--- config.mk ---
export PLATFORM = sky130hd
export DESIGN_NAME = pool_window_buffer
export DESIGN_NICKNAME = d
export VERILOG_FILES = /design/src/rtl/pool_window_buffer.sv
export SDC_FILE = /design/constraint.sdc
export NUM_CORES = 1
export LEC_CHECK = 0
export ABC_CLOCK_PERIOD_IN_PS = 5320
export BUFFER_PORTS_ARGS = -buffer_cell sky130_fd_sc_hd__buf_2
export CAP_MARGIN = 0
export CORE_MARGIN = 2
export CORE_UTILIZATION = 55
export DETAILED_ROUTE_END_ITERATION = 7
export GPL_ROUTABILITY_DRIVEN = 0
export PLACE_DENSITY = 0.72
export SYNTH_ARGS = -nofsm -noshare
export SYNTH_HDL_FRONTEND = slang
export SYNTH_SLANG_ARGS = --single-unit
--- constraint.sdc ---
create_clock -name clk -period 5.32 [get_ports clk]
set_clock_uncertainty 0.05 [all_clocks]
set_input_delay 0.798 -clock clk [delete_from_list [all_inputs] [get_ports clk]]
set_output_delay 0.798 -clock clk [all_outputs]
set_load 0.05 [all_outputs]
--- src/rtl/pool_window_buffer.sv ---
// ---------------------------------------------------------------------------
// pool_window_buffer
//
// Purpose:
//   Turns a raster-order (row-major) pixel stream into non-overlapping 2x2
//   windows for a downstream max-pool stage.
//   - Even rows are written into a one-line buffer.
//   - On odd rows, the even-column pixel is held in a left register.
//   - The odd-column pixel completes a window, which is presented on n1..n4
//     one cycle after that pixel is accepted.
//   The output uses a single-entry valid/ready register. A new window may
//   replace the current one on the same edge that hands it off, so there is
//   no bubble between windows.
//
// Parameters:
//   DATA_WIDTH  pixel width in bits
//   IMG_WIDTH   feature-map columns (even, >= 2)
//   IMG_HEIGHT  feature-map rows (even, >= 2)
//
// Ports:
//   clk         single clock; all state updates on the rising edge
//   reset       asynchronous active-high reset
//   in_data     input pixel stream
//   in_valid    in_data valid
//   in_ready    block accepts in_data this cycle (!out_valid || out_ready)
//   n1..n4      window: top-left, top-right, bottom-left, bottom-right
//   out_valid   window on n1..n4 valid
//   out_ready   downstream takes the window
//   frame_done  high while the last window of a frame is presented
//
// Configuration macro:
//   POOL_RELU_EN  when defined, negative pixels (MSB set) are replaced by 0
//                 on entry. When undefined, pixels pass bit-exact.
// ---------------------------------------------------------------------------
module pool_window_buffer #(
  parameter int DATA_WIDTH = 16,
  parameter int IMG_WIDTH  = 26,
  parameter int IMG_HEIGHT = 26
) (
  input  logic                  clk,
  input  logic                  reset,
  input  logic [DATA_WIDTH-1:0] in_data,
  input  logic                  in_valid,
  output logic                  in_ready,
  output logic [DATA_WIDTH-1:0] n1,
  output logic [DATA_WIDTH-1:0] n2,
  output logic [DATA_WIDTH-1:0] n3,
  output logic [DATA_WIDTH-1:0] n4,
  output logic                  out_valid,
  input  logic                  out_ready,
  output logic                  frame_done
);

  localparam int COL_W = (IMG_WIDTH  > 2) ? $clog2(IMG_WIDTH)  : 1;
  localparam int ROW_W = (IMG_HEIGHT > 2) ? $clog2(IMG_HEIGHT) : 1;

  localparam logic [COL_W-1:0] LAST_COL = COL_W'(IMG_WIDTH - 1);
  localparam logic [ROW_W-1:0] LAST_ROW = ROW_W'(IMG_HEIGHT - 1);

  // -------------------------------------------------------------------------
  // State
  // -------------------------------------------------------------------------
  logic [COL_W-1:0]      col_q, col_d;
  logic [ROW_W-1:0]      row_q, row_d;
  logic [DATA_WIDTH-1:0] left_q, left_d;
  logic [DATA_WIDTH-1:0] n1_q, n1_d;
  logic [DATA_WIDTH-1:0] n2_q, n2_d;
  logic [DATA_WIDTH-1:0] n3_q, n3_d;
  logic [DATA_WIDTH-1:0] n4_q, n4_d;
  logic                  out_valid_q, out_valid_d;
  logic                  frame_done_q, frame_done_d;

  // Line buffer holding the most recent even row. Its contents are not reset.
  // A stale row is never used, because the counters restart at row 0 and
  // that row overwrites every entry before the next odd row reads it.
  logic [DATA_WIDTH-1:0] line_mem [IMG_WIDTH];

  // Top-row pair for the window being assembled. It is fetched from the line
  // buffer when the odd-row, even-column pixel is accepted. The line buffer
  // is never written during an odd row, so this pair equals
  // linebuf[col-1] and linebuf[col] at the moment the window completes.
  logic [DATA_WIDTH-1:0] top_left_q;
  logic [DATA_WIDTH-1:0] top_right_q;

  // -------------------------------------------------------------------------
  // Input conditioning
  // -------------------------------------------------------------------------
  logic [DATA_WIDTH-1:0] pix;

`ifdef POOL_RELU_EN
  // Clamp negatives to zero so the unsigned downstream compare is correct.
  assign pix = in_data[DATA_WIDTH-1] ? '0 : in_data;
`else
  assign pix = in_data;
`endif

  // -------------------------------------------------------------------------
  // Handshake and position decode
  // -------------------------------------------------------------------------
  logic accept;
  logic handoff;
  logic odd_row;
  logic odd_col;
  logic last_col;
  logic last_row;
  logic load_win;
  logic write_line;
  logic fetch_top;

  assign in_ready   = !out_valid_q || out_ready;
  assign accept     = in_valid && in_ready;
  assign handoff    = out_valid_q && out_ready;

  assign odd_row    = row_q[0];
  assign odd_col    = col_q[0];
  assign last_col   = (col_q == LAST_COL);
  assign last_row   = (row_q == LAST_ROW);

  assign write_line = accept && !odd_row;
  assign fetch_top  = accept &&  odd_row && !odd_col;
  assign load_win   = accept &&  odd_row &&  odd_col;

  // -------------------------------------------------------------------------
  // Next-state logic
  // -------------------------------------------------------------------------
  always_comb begin
    col_d        = col_q;
    row_d        = row_q;
    left_d       = left_q;
    n1_d         = n1_q;
    n2_d         = n2_q;
    n3_d         = n3_q;
    n4_d         = n4_q;
    out_valid_d  = out_valid_q;
    frame_done_d = frame_done_q;

    if (accept) begin
      // Raster position: column wraps at the line end, row wraps at the
      // frame end, so the next frame can follow with no idle cycle.
      if (last_col) begin
        col_d = '0;
        row_d = last_row ? '0 : row_q + ROW_W'(1);
      end else begin
        col_d = col_q + COL_W'(1);
      end

      if (odd_row && !odd_col) begin
        left_d = pix;
      end
    end

    // A newly completed window takes priority over the handoff clear.
    // This keeps out_valid high when a window is consumed and the next one
    // lands on the same edge.
    if (load_win) begin
      n1_d         = top_left_q;
      n2_d         = top_right_q;
      n3_d         = left_q;
      n4_d         = pix;
      out_valid_d  = 1'b1;
      frame_done_d = last_row && last_col;
    end else if (handoff) begin
      out_valid_d  = 1'b0;
      frame_done_d = 1'b0;
    end
  end

  // -------------------------------------------------------------------------
  // Control and output registers
  // -------------------------------------------------------------------------
  always_ff @(posedge clk or posedge reset) begin
    if (reset) begin
      col_q        <= '0;
      row_q        <= '0;
      left_q       <= '0;
      n1_q         <= '0;
      n2_q         <= '0;
      n3_q         <= '0;
      n4_q         <= '0;
      out_valid_q  <= 1'b0;
      frame_done_q <= 1'b0;
    end else begin
      col_q        <= col_d;
      row_q        <= row_d;
      left_q       <= left_d;
      n1_q         <= n1_d;
      n2_q         <= n2_d;
      n3_q         <= n3_d;
      n4_q         <= n4_d;
      out_valid_q  <= out_valid_d;
      frame_done_q <= frame_done_d;
    end
  end

  // -------------------------------------------------------------------------
  // Line buffer: one write port and registered reads
  // -------------------------------------------------------------------------
  always_ff @(posedge clk) begin
    if (write_line) begin
      line_mem[col_q] <= pix;
    end
    if (fetch_top) begin
      // col_q is even here, so col_q + 1 is still inside the line.
      top_left_q  <= line_mem[col_q];
      top_right_q <= line_mem[col_q + COL_W'(1)];
    end
  end

  assign n1         = n1_q;
  assign n2         = n2_q;
  assign n3         = n3_q;
  assign n4         = n4_q;
  assign out_valid  = out_valid_q;
  assign frame_done = frame_done_q;

endmodule
==> results of run 1 <==
## placed cells by master, fill, tap and decap left out, types with 16 or more instances in the layout
master and instances:
sky130_fd_sc_hd__nand2_1 71, sky130_fd_sc_hd__mux2_2 50, sky130_fd_sc_hd__buf_2 86, sky130_fd_sc_hd__mux4_2 190
sky130_fd_sc_hd__mux2_1 36, sky130_fd_sc_hd__dfrtp_1 90, sky130_fd_sc_hd__nor3_1 19, sky130_fd_sc_hd__clkbuf_16 55
sky130_fd_sc_hd__nand3_1 25, sky130_fd_sc_hd__nor2_1 25, sky130_fd_sc_hd__a21oi_1 39, sky130_fd_sc_hd__nor2_2 16
sky130_fd_sc_hd__a311o_1 16, sky130_fd_sc_hd__edfxtp_1 448, sky130_fd_sc_hd__buf_4 48, sky130_fd_sc_hd__mux2i_1 71
## area by class of cell
class / instances / share of cell area
Clock buffer: 72 / 0.0551
Clock inverter: 29 / 0.00950
Inverter: 9 / 0.00134
Multi-Input combinational cell: 661 / 0.292
Sequential cell: 540 / 0.584
Tap cell: 585 / 0.0271
Timing Repair Buffer: 137 / 0.0315
## worst max-delay path, stage by stage, from the launching register on
cell,delay [ps]
sky130_fd_sc_hd__dfrtp_4,930
sky130_fd_sc_hd__inv_1,240
sky130_fd_sc_hd__ha_4,640
sky130_fd_sc_hd__buf_4,470
sky130_fd_sc_hd__mux4_2,360
sky130_fd_sc_hd__mux2i_1,310
sky130_fd_sc_hd__a21oi_1,100
sky130_fd_sc_hd__a311o_1,310
## report_power, final
part,leakage [uW],internal (uW),switching (uW),total (uW)
logic,0.00349,1960,3180,5140
registers,0.00528,5130,324,5460
clock network,0.000868,2160,1600,3760
total,0.00964,9250,5110,14400
## Yosys cell counts (8+ instances only)
| cell type | instances | area (sq um) |
|---|---|---|
| sky130_fd_sc_hd__a21oi_1 | 39 | 195 |
| sky130_fd_sc_hd__a22o_1 | 14 | 123 |
| sky130_fd_sc_hd__a22oi_1 | 12 | 90.1 |
| sky130_fd_sc_hd__a311o_1 | 16 | 160 |
| sky130_fd_sc_hd__buf_1 | 8 | 30.0 |
| sky130_fd_sc_hd__buf_2 | 38 | 190 |
| sky130_fd_sc_hd__buf_4 | 14 | 105 |
| sky130_fd_sc_hd__buf_6 | 9 | 101 |
| sky130_fd_sc_hd__clkbuf_1 | 22 | 82.6 |
| sky130_fd_sc_hd__dfrtp_1 | 92 | 2300 |
| sky130_fd_sc_hd__edfxtp_1 | 448 | 13500 |
| sky130_fd_sc_hd__inv_1 | 8 | 30.0 |
| sky130_fd_sc_hd__mux2_1 | 36 | 405 |
| sky130_fd_sc_hd__mux2_2 | 50 | 563 |
| sky130_fd_sc_hd__mux2i_1 | 71 | 711 |
| sky130_fd_sc_hd__mux4_2 | 190 | 4280 |
| sky130_fd_sc_hd__nand2_1 | 71 | 267 |
| sky130_fd_sc_hd__nand3_1 | 25 | 125 |
| sky130_fd_sc_hd__nor2_1 | 41 | 154 |
| sky130_fd_sc_hd__nor3_1 | 20 | 100 |
| sky130_fd_sc_hd__o211ai_1 | 10 | 75.1 |
## logic make-up after synthesis
family | share of synthesized area
xor+xnor | 0.00275
simple gates | 0.0342
fa+ha+maj | 0.00311
flops | 0.654
compound gates | 0.0365
buf+inv | 0.0225
mux | 0.247
## registers in the layout, indices dropped and copies added, names as in the netlist
name         flops
col_q            5
frame_done       1
left_q          16
line_mem       416
n1              16
n2              16
n3              16
n4              16
out_valid        1
row_q            5
top_left_q      16
top_right_q     16
## worst paths after layout
check,from,endpoint,slack (ps),depth (start not counted)
max,col_q[1],top_right_q[10],1580,7
min,reset,n3[12],160,2
max reg2reg,col_q[1],top_right_q[10],1580,7
min reg2reg,top_left_q[7],n1[7],410,1
max in group asynchronous,reset,col_q[1],3970,3
min in group clk,top_left_q[7],n1[7],410,1
## routing by layer
metal	vias up	wire length (um)	global-route usage	share of wire
met5	-	12	0.00754	0.00019
met4	2	2740	0.123	0.044
met3	151	6860	0.0621	0.11
met2	863	28900	0.434	0.46
met1	7141	24100	0.406	0.38
li1	5560	-	-	-
## through the flow
stage | total power, uW | utilization
after floorplan | 8980 | -
after global placement | 10600 | 0.585
after detailed placement | 10600 | 0.585
after CTS | 14400 | 0.626
after global routing | 14900 | 0.626
final | 14400 | 0.626
==> flow_results.org, run 1 <==
** Run status
- Status :: complete, no violations

** Setup path
- STA puts the critical path data arrival time at 4040 ps.
- Startpoint type of the worst setup path :: flip-flop
- The worst setup path is captured at a flip-flop.
- Worst endpoint required time :: between 5000 and 6000 ps
- In this run the worst path has a maximum fanout of 37.
- Critical setup path kind :: flip-flop to flip-flop

** STA
- Setup repair after global routing left no endpoint under its margin.
- Once routing completed, OpenROAD measured the worst setup slack at 1580 ps.
- Final hold slack :: between 150 and 200 ps
- The worst path needs 3740 ps of the cycle, external delays included.
- Number of endpoints with negative hold slack in the final report :: 0
- Final setup TNS :: 0 ps
- Slew at the pin with the worst max-slew slack :: ~1400 ps
- Final number of setup-violating endpoints :: 0
- For this run, the top clock speed supported by timing is 267 MHz.
- The final number of max-transition violations is 0.
- Fraction of the cycle the final worst path needs :: 0.703
- Headroom to the max-slew limit came out at 0.0889.

** Placement
- Summed over all nets, the half-perimeter wirelength after detailed placement is 39400 um.
- The number of placed instances, taps included, is roughly 1900.
- Placed cell areas :: 25300 sq um
- Pre-CTS WS :: 1590 ps
- Number of port buffers :: 86

** Routing
- For this block, the routed nets add up to 62600 um of wire.
- The detail route stage leaves a number of antenna-violating nets equal to 0.
- For this run, design rule violations remaining after detail routing come to 0.
- Vias :: 13700
- Number of iterations in the first detailed-routing pass :: 6
- In the routed layout, each cell is associated on average with a via count of 6.75.
- Dividing the detail-routed wire length by the instance count gives 30.8 um.
- Detailed Route Iter0 Violations :: roughly 2000

** Synth
- Counting flops with an async set or reset pin after synthesis yields a share of 0.170.
- Number of nets produced by synthesis :: 1327
- Post-synth EDFFs :: 448
- Total of flip-flops plus latches after synthesis :: 540
- The most used flip-flop cell after synthesis is sky130_fd_sc_hd__edfxtp_1.
- Total standard cell area after synthesis :: 24100 sq um
- After synthesis, the netlist uses 52 different library cells.
- Avg Inst Size Synth :: about 19 sq um
- Post-synthesis cell count :: 1301
- Post-synthesis sequential area ratio :: 0.654
- Synthesis Warnings :: 0

** Power and ir drop
- In this run the static leakage power is slightly below 0.01 uW.
- For this design the ratio of total power to cell area is roughly 530 nW/um^2.
- VDD sags by at most 0.000327 V.

** Clock tree
- TritonCTS sink count :: 540
- Clock tree synthesis inserted a total of 54 buffers.
- In this run the deepest clock path goes through 3 buffers.
- TritonCTS built the clock tree.
- Number of buffers added to fix hold violations after cts :: 0
- Buffer cell driving the clock tree root :: sky130_fd_sc_hd__clkbuf_16
- Count of H-tree levels built during CTS :: 2
- Worst skew pair latency :: 630 ps
- Post-CTS timing repair inserted 0 buffers for setup.
- In this run, post-CTS repair resized a total of 0 instances.
- Clock-pin slew was measured on the worst setup and hold paths at 60 ps.

** Die
- The initial utilization of the core area, before any placement, comes to 0.558.
- From left edge to right edge, the die measures 213 um.
- Height of the die :: 213 um
- For this design the top-level I/O count stands at 87.
- Site Rows :: 76
- Placeable core region :: 43200 sq um
- Die area :: 45500 sq um

** Finish
- Area growth from synthesis to final layout :: 12.0%
- The filler cells instantiated in the layout total just over 3000.
- The finished cells cover 27000 sq um.
- Total inserted antenna cells :: 0
- Of the cells placed in the final design, the portion with a size suffix greater than 1 is 0.337.
- In the final layout, the multi-input gates occupy 7880 sq um.
- Leaving out filler cells and counting taps, the final layout contains 2033.
- Reg area :: 15800 sq um
- After the last flow step, the layout net total stands at 1429.

** GRT
- Global-route wire length before repair :: between 90000 and 100000 um
- Maximum number of pins on one net before global-route repair :: 112
- Total GRT Usage :: 0.286
- Total congestion overflow after global routing :: 0
- The number of global-route vias before repair was approximately 14000.
- The number of antenna violations at the first check in global routing was 6.

** Job
- Maximum capacitance violations :: 0

** Hold path
- Type of the most critical hold path :: input port to asynchronous set/reset pin
(Power assumes the default switching activity.)
==> run 2, diff against run 1 <==
Settings changed: ABC_CLOCK_PERIOD_IN_PS 5320 to 3270, PLACE_DENSITY 0.72 to 0.75.
Clock period 5.32 ns to 3.27 ns, I/O delays scaled along.
==> flow_results.org, run 2 (same netlist as run 1, synthesis figures left out) <==
** Run status
- The run finished with clean final reports.

** Power and ir drop
- The power per cell area came to 869 nW/um^2 (+63%).
- Maximum resistive drop on vdd :: 0.000616 V (+88%)
- The overall power was 23800 uW (+66%).
- The clock network fraction of total power came to 0.259 (-0.003).
- Pleak :: 0.00985 uW (+2.2%)
- The fraction of power spent switching nets is 0.353 (-0.00259).
- The internal power contribution was 15400 uW (+67%).
- The combinational share of power is 0.372 (+0.014).
- Relative contribution of sequential cells to total power :: 0.369 (-0.011)
- The switching power total is 8420 uW (+65%).

** Setup path
- The depth of the worst register-to-register path is 8 (+1).
- The signal arrival time at the worst endpoint is 3170 ps (-870 ps).
- Startpoint type of the worst setup path :: flip-flop
- Category of the worst setup path capture point :: flip-flop
- Worst endpoint required time :: 3560 ps (-2060 ps)
- Critical setup path kind :: flip-flop to flip-flop
- The top fanout value on the critical path was 33 (-11%).

** Finish
- Multi-input gate area :: 7890 sq um (+0.13%)
- The number of filler cells placed in the layout is 2988 (-2.4%).
- Leading cell types in the layout, fill and taps excluded :: 448 x sky130_fd_sc_hd__edfxtp_1, 190 x sky130_fd_sc_hd__mux4_2, 90 x sky130_fd_sc_hd__dfrtp_1
- Share of final-layout standard cells stronger than drive strength 1 :: 0.355 (+0.0181)
- The number of nets in the layout came to 1464 (+2.4%).
- Top reg by flops :: line_mem
- From synthesis to final layout, the design area changed by 13.9%.
- Leaving out fill and tap cells, the most frequent cell in the layout is sky130_fd_sc_hd__edfxtp_1.
- Reg area :: 15800 sq um (unchanged)
- Max reg flops :: 416 (unchanged)

** Routing
- The per-cell via count in the routed design was 6.72 (-0.33%).
- Number of iterations in the first detailed-routing pass :: 6 (unchanged)
- Post-detailed-route count of antenna-violating nets :: 0 (unchanged)
- Average wire length per cell after detail routing :: 31.1 um (+1.1%)
- The via total after detailed routing was 13900 (+1.5%).
- The initial detailed-routing violation count was 1795 (-9.2%).
- The overall routed net length was 64400 um (+2.9%).
- The number of remaining DRC errors came to 0 (unchanged).

** Clock tree
- The clock net sink count was 540 (unchanged).
- Worst skew pair latency :: 600 ps (-30 ps)
- Count of H-tree levels built during CTS :: 2 (unchanged)
- Total CTS buffers :: 54 (unchanged)
- Post-CTS clock slew at the launch and capture registers of the worst setup and hold paths :: 60 ps (about the same)
- TritonCTS built the clock tree.
- Setup repair bufs after CTS :: 0 (unchanged)
- The clock tree buffer depth was 3 (unchanged).
- In this run the clock root is driven by a sky130_fd_sc_hd__clkbuf_16.

** Die
- Placeable core region :: 43200 sq um (unchanged)
- Die area :: 45500 sq um (unchanged)
- Starting density of the core :: 0.558 (unchanged)
- Height of the die :: 213 um (unchanged)
- Top-level I/O count :: 87 (unchanged)
- The placement row count was 76 (unchanged).
- The chip width is 213 um (unchanged).

** STA
- The share of the clock period used by the worst path is 0.883 (+0.180).
- The fmax was 346 MHz (+30%).
- The final setup violation count was 0 (unchanged).
- Final setup TNS :: 0 ps (unchanged)
- RSZ-0062 raised after global routing :: false
- Final min period :: 2890 ps (-853 ps)
- Final hold slack :: 182 ps (+19.3 ps)
- Slew at the pin with the worst max-slew slack :: 852 ps (-513 ps)
- The final number of max-transition violations came to 0 (unchanged).
- Slew Limit Headroom :: 0.432 (+0.343)
- Number of endpoints with negative hold slack in the final report :: 0 (unchanged)

** Job
- Maximum capacitance violations :: 0 (unchanged)

** GRT
- The number of antenna violations at the first check in global routing was 8 (+2).
- The global router's overall resource usage is 0.292 (+0.00647).
- The maximum number of pins on one net before global-route repair is 99 (-12%).
- Total congestion overflow after global routing :: 0 (unchanged)
- Via count of the first global-routing pass :: 13800 (+0.80%)
- Global-route wire length before repair :: 93800 um (+1.6%)

** Placement
- The count of port buffers added during placement came to 86 (unchanged).
- Detailed placement HPWL :: 42000 um (+6.5%)

** Hold path
- The min-delay analysis places its worst path in the category input port to flip-flop.
- Counting instances, the worst hold path has a depth of 4.
-- run 2: cell count changes in the layout (fill, tap and decap cells not counted), sizes merged --
cell         delta
buf            +34
clkinv          -5
clkbuf          +3
clkinvlp        +3
bufinv          -1
diode           +1
dlygate4sd3     +1
inv             +1
-- run 2: layout make-up --
| class | instances | share of cell area |
|---|---|---|
| antenna | 1 | 0.0000911 |
| clock buffer | 75 | 0.0572 |
| clock inverter | 27 | 0.00761 |
| inverter | 9 | 0.00132 |
| multi-input combinational | 661 | 0.287 |
| sequential | 540 | 0.574 |
| tap | 585 | 0.0267 |
| timing repair buffer | 172 | 0.0457 |
-- run 2: worst max-delay path, cell delays in order, from the launching register on --
cell                      delay [ps]
sky130_fd_sc_hd__dfrtp_4         480
sky130_fd_sc_hd__inv_2           100
sky130_fd_sc_hd__ha_4            480
sky130_fd_sc_hd__buf_12          280
sky130_fd_sc_hd__buf_4           230
sky130_fd_sc_hd__mux4_2          310
sky130_fd_sc_hd__mux2i_1         270
sky130_fd_sc_hd__a21oi_1          80
sky130_fd_sc_hd__a311o_1         310
-- run 2: metal layers --
layer  global-route usage  up-vias  share of wire  routed length (um)
met5                    0        -        0.00076                  49
met4                0.110        8          0.040                2580
met3               0.0719      155           0.12                7540
met2                0.454      902           0.47               30200
met1                0.408     7215           0.37               24000
li1                     -     5640              -                   -
-- run 2: path summary, 6_finish.rpt --
path,end,slack [ps],startpoint
worst max-delay path,top_right_q[15],380,col_q[0]
worst min-delay path,frame_done,180,out_ready
worst max register to register,top_right_q[15],380,col_q[0]
max in group asynchronous,n2[3],1940,reset
min in group asynchronous,n3[12],490,reset
worst min register to register,n1[12],400,top_left_q[12]
-- run 2: what timing repair did --
action / CTS / global route
setup endpoints to repair: 0 / 0
hold buffers: 1 / 0
endpoints found under the hold margin: 48 / 0
resized for setup: 0 / 0
-- run 2: metrics by stage --
stage	instances	worst slack, ps	cell area [sq um]	utilization
6_report	2070	384	27500	0.636
3_3_place_gp	1966	439	25700	0.594
2_1_floorplan	1301	204	24100	-
4_1_cts	2069	367	27500	0.636
3_5_place_dp	1966	411	25700	0.594
5_1_grt	2069	293	27500	0.636
-- run 2: power groups by stage --
stage,combinational [uW],sequential [uW],clock [uW]
2_1_floorplan,5090,9520,0
3_3_place_gp,8640,8890,0
3_5_place_dp,8730,8930,0
4_1_cts,8780,8800,6230
5_1_grt,9260,8880,6510
6_report,8880,8800,6160
